==> config.mk <==
export PLATFORM = sky130hd
export DESIGN_NAME = stream_mux_rr
export DESIGN_NICKNAME = d
export VERILOG_FILES = /design/src/rtl/stream_mux_rr.sv
export SDC_FILE = /design/constraint.sdc
export NUM_CORES = 1
export LEC_CHECK = 0
export CAP_MARGIN = 10
export CORE_MARGIN = 1
export CORE_UTILIZATION = 39
export CTS_BUF_LIST = sky130_fd_sc_hd__clkbuf_8
export DETAILED_ROUTE_END_ITERATION = 16
export GPL_TIMING_DRIVEN = 0
export PLACE_DENSITY = 0.79
export SYNTH_ARGS = -nofsm -noshare
export SYNTH_HDL_FRONTEND = slang
export SYNTH_SLANG_ARGS = --single-unit
==> constraint.sdc <==
create_clock -name clk -period 3.78 [get_ports clk]
set_input_delay 0.756 -clock clk [delete_from_list [all_inputs] [get_ports clk]]
set_output_delay 0.756 -clock clk [all_outputs]
set_load 0.05 [all_outputs]
==> src/rtl/stream_mux_rr.sv <==
// stream_mux_rr
//   Registered N-channel stream multiplexer with valid/ready handshaking.
//   Arbitration is either fixed (channel chosen by sel) or round-robin
//   starting from a rotating pointer. The selected word is captured into a
//   one-word output register that supports full backpressure and
//   simultaneous pop/load.
//
// Ports
//   clk       : rising-edge clock
//   rst       : synchronous, active-high reset
//   in_data   : N*WIDTH packed channel words, channel i at [i*WIDTH +: WIDTH]
//   in_valid  : per-channel valid
//   in_ready  : per-channel ready, one-hot or zero
//   mode      : 0 = fixed select via sel, 1 = round-robin
//   sel       : channel index used in fixed mode
//   out_data  : held word
//   out_chan  : source channel of the held word
//   out_valid : output register holds a word
//   out_ready : consumer accepts the held word
module stream_mux_rr #(
  parameter int WIDTH = 8,
  parameter int N     = 4,
  localparam int SEL_W = $clog2(N)
) (
  input  logic               clk,
  input  logic               rst,
  input  logic [N*WIDTH-1:0] in_data,
  input  logic [N-1:0]       in_valid,
  output logic [N-1:0]       in_ready,
  input  logic               mode,
  input  logic [SEL_W-1:0]   sel,
  output logic [WIDTH-1:0]   out_data,
  output logic [SEL_W-1:0]   out_chan,
  output logic               out_valid,
  input  logic               out_ready
);

  // Valid vector padded to the full index range, so an out-of-range sel
  // reads a zero instead of indexing past in_valid.
  localparam int NP = 1 << SEL_W;

  logic [NP-1:0]    valid_pad_s;
  logic [SEL_W-1:0] ptr_r;
  logic [SEL_W-1:0] grant_s;
  logic             grant_vld_s;
  logic [SEL_W:0]   rr_sum_s;
  logic             load_en_s;
  logic             xfer_s;
  logic [WIDTH-1:0] grant_data_s;
  logic [SEL_W-1:0] next_ptr_s;

  // Zero-extend in_valid to the padded index range
  always_comb begin
    valid_pad_s        = {NP{1'b0}};
    valid_pad_s[N-1:0] = in_valid;
  end

  // Grant selection: fixed select or first valid channel scanning from ptr
  always_comb begin
    grant_s     = {SEL_W{1'b0}};
    grant_vld_s = 1'b0;
    rr_sum_s    = {(SEL_W+1){1'b0}};
    if (mode == 1'b0) begin
      if ((int'(sel) < N) && valid_pad_s[sel]) begin
        grant_s     = sel;
        grant_vld_s = 1'b1;
      end else begin
        grant_vld_s = 1'b0;
      end
    end else begin
      for (int k = 0; k < N; k++) begin
        // ptr < N and k < N, so one conditional subtract gives the modulo
        rr_sum_s = {1'b0, ptr_r} + (SEL_W+1)'(k);
        if (rr_sum_s >= (SEL_W+1)'(N)) begin
          rr_sum_s = rr_sum_s - (SEL_W+1)'(N);
        end else begin
          rr_sum_s = rr_sum_s;
        end
        if (!grant_vld_s && valid_pad_s[rr_sum_s[SEL_W-1:0]]) begin
          grant_s     = rr_sum_s[SEL_W-1:0];
          grant_vld_s = 1'b1;
        end else begin
          grant_vld_s = grant_vld_s;
        end
      end
    end
  end

  // Handshake: load when empty or being popped; reset forces ready low
  always_comb begin
    load_en_s = !out_valid || out_ready;
    xfer_s    = load_en_s && grant_vld_s && !rst;
    for (int i = 0; i < N; i++) begin
      in_ready[i] = xfer_s && (grant_s == SEL_W'(i));
    end
  end

  // Data mux for the granted channel and the post-transfer pointer
  always_comb begin
    grant_data_s = {WIDTH{1'b0}};
    for (int i = 0; i < N; i++) begin
      if (grant_s == SEL_W'(i)) begin
        grant_data_s = in_data[i*WIDTH +: WIDTH];
      end else begin
        grant_data_s = grant_data_s;
      end
    end
    if (grant_s == SEL_W'(N-1)) begin
      next_ptr_s = {SEL_W{1'b0}};
    end else begin
      next_ptr_s = grant_s + SEL_W'(1);
    end
  end

  // Output register and round-robin pointer
  always_ff @(posedge clk) begin
    if (rst) begin
      out_data  <= {WIDTH{1'b0}};
      out_chan  <= {SEL_W{1'b0}};
      out_valid <= 1'b0;
      ptr_r     <= {SEL_W{1'b0}};
    end else if (xfer_s) begin
      out_data  <= grant_data_s;
      out_chan  <= grant_s;
      out_valid <= 1'b1;
      // Pointer advances in fixed mode too, so switching to round-robin
      // resumes just after the last served channel.
      ptr_r     <= next_ptr_s;
    end else if (out_valid && out_ready) begin
      out_valid <= 1'b0;
    end
  end

endmodule

==> flow_summary.ini <==
[final_layout]
most-common-layout-cells = clkdlybuf4s50_1 (49), dfxtp_1 (13), nor2_1 (11), nor2b_1 (10), a21oi_1 (10)
drive_gt1_frac = 0.141
diodes = 0
finalNetCount = 231
final_common_cell = clkdlybuf4s50_1
area_growth_pct = 68.4

[setup_path]
cp-start-kind = input port
crit_arrival_ns = 2.94
criticalPathCategory = in2out
slowest_stage = clkdlybuf4s50_1
crit_path_cell_trace = clkdlybuf4s50_1 -> mux2i_1 -> or2_2 -> nand2_1 -> a22oi_2 -> inv_2 -> ha_4 -> clkbuf_4 -> and2_1 -> clkbuf_4
slowest_delay_ns = 0.55
crit_buf_inv = 4
endpoint_kind = output pin
path_common_cell = clkbuf_4
worstPathMaxFanout = 10
cp_top_family = buffers and inverters
worstPathRequired_ns = 3.02

[sta]
relSlewSlack = 0.662
setup_violations = 0
rsz0062_at_grt = false
hold_viol_final = 0
worst_pin_slew_ns = 0.506
fin_crit_sh = 0.979
worst_slack_ns = 0.0807
period_needed_ns = 3.70
holdWs_ns = 0.494
slew_violations = 0
skew_ns = 0.00410
max_freq_mhz = 270

[power_and_ir_drop]
finalPower_mw = 0.586
p_leak_nw = 0.667
ir_worst_vdd_v = 0.000392
p_int_mw = 0.363
power_density_mw_per_mm2 = 353
switchingPower_mw = 0.222
pwr-share-clk = 0.200
seq_power_share = 0.286
combPwrFrac = 0.514
sw_frac_of_total = 0.380

[place]
dp_hpwl_um = 2390
io_buffers = 56
routabilityCongestion = 0.771
dp_slack_ns = -1.03

[synthesis]
yosysSeqAreaShare = 0.265
syn_area_per_cell_um2 = 7.93
yosysWarnings = 0
ys_ff_latch = 13
yosysUniqueCellTypes = 35
synthesis.area_um2 = 983
syn-num-nets = 170
syn_inst = 124

[grt]
grt_pass1_vias = 1115
antenna_found_initial = 0
grt_overflow = 0
grt_start_max_net_pins = 12
grt_use_total = 0.223
grt_pass1_wl_um = 4620

[floorplanning]
die_x_um = 52.2
dieArea_mm2 = 0.00273
io_pins = 57
die_h_um = 52.2
row_count = 17
start_util = 0.428
core_area_mm2 = 0.00230

[clock_tree]
cts_hold_repair.buffers = 0
clock_sinks = 13
cts_tree = yes
cts_buffers = 3
ctsLongestPathBuffers = 2
cts.clk_slew.worst_paths_ns = 0.05
clockRootBuffer = clkbuf_8
clk_latency_ns = 0.24
cts_max_level = 1

[detailed_routing]
drt-wirelength-per-cell_um = 14.0
drc = 0
viasPerCell = 5.47
drtPass1Iterations = 4
vias = 1160
drtAntennaViolNets = 0
drt-initial-drc-count = 20
routed_wl_um = 2970

[min_path]
hp-class = reg2reg

[outcome]
status = finished clean

[job]
cap_violations = 0
-- metrics by stage --
step	TNS, ns	utilization	cell area [um2]	std cells
after floorplan	0	-	983	124
after global placement	-3.88	0.687	1580	208
after detailed placement	-4.46	0.687	1580	208
after CTS	0	0.714	1640	213
after global routing	0	0.721	1660	212
final	0	0.721	1660	212
-- area by class of cell --
type	count	area [um2]
clock inverters	1	3.75
repair buffers	59	578
well taps	28	35.0
multi-input cells	98	682
plain buffers	4	33.8
clock buffers	3	41.3
inverters	6	22.5
flip-flops and latches	13	260
fillers	197	641
-- tightest hold or removal path: cells and delay by family, from the launching register on --
family / cells / cell delay, ns
AOI/OAI and AO/OA: 1 / 0.05
DFF: 1 / 0.30
and+or+nand+nor: 1 / 0.09
-- per-layer routing --
layer,GRT usage,vias up,wire [um]
met1,0.237,540,1260
met5,0,-,0
met3,0.0493,6,131
met4,0.0482,0,41
li1,-,580,-
met2,0.438,34,1540
-- registers in the layout, indices dropped and copies added, names as in the netlist --
name and flops:
ptr_r 2, out_valid 1, out_chan 2, out_data 8
-- what timing repair did --
action                                  in CTS  in global routing
endpoints found under the setup margin       4                  4
buffers inserted                             3                  0
hold endpoints to repair                     0                  0
pin swaps                                    2                  2
gates resized for setup                     25                  8
-- synth_stat cells (all sizes together) --
cell type	n	area (um2)
o311ai	1	8.76
buf	2	22.5
mux2i	3	30.0
o22ai	1	6.26
a211oi	10	80.1
nor2b	11	76.3
nand2b	3	18.8
a221oi	7	61.3
nand3b	1	7.51
o221a	1	11.3
nand3	1	5.00
o21ba	1	10.0
o221ai	1	8.76
nor3	7	35.0
a21o	1	7.51
nor4	1	6.26
ha	4	50.1
o21ai	4	20.0
dfxtp	13	260
o41ai	1	16.3
a21oi	10	50.1
clkbuf	5	18.8
nor2	12	47.6
a22oi	2	15.0
and2	5	31.3
o21a	1	7.51
inv	6	22.5
and3	1	6.26
nand2	4	15.0
a311oi	1	8.76
or2	3	18.8
-- kinds of logic (layout without fill, tap and decap cells) --
family                   after synthesis  in the layout  synth area share
multiplexers                           3              3            0.0305
adder cells (fa/ha/maj)                4              4            0.0509
flip-flops                            13             13             0.265
AND/OR/NAND/NOR                       49             49             0.272
buffers and inverters                 13             73            0.0649
AO/OA/AOI/OAI                         42             42             0.317
-- power groups by stage --
stage / logic [mW] / registers, mW / clock network (mW)
after detailed placement: 0.291 / 0.170 / 0
after global placement: 0.285 / 0.169 / 0
after floorplan: 0.129 / 0.222 / 0
final: 0.301 / 0.167 / 0.117
after global routing: 0.323 / 0.170 / 0.123
after CTS: 0.298 / 0.167 / 0.118
-- worst paths after layout --
path / startpoint / end / slack, ns / depth (start not counted)
max: sel[0] / in_ready[3] / 0.08 / 10
min: out_data[7] / out_data[7] / 0.49 / 2
min reg2reg: out_data[7] / out_data[7] / 0.49 / 2
max reg2reg: ptr_r[0] / out_data[4] / 1.08 / 11
No activity file was read; power rests on OpenSTA's default activity.
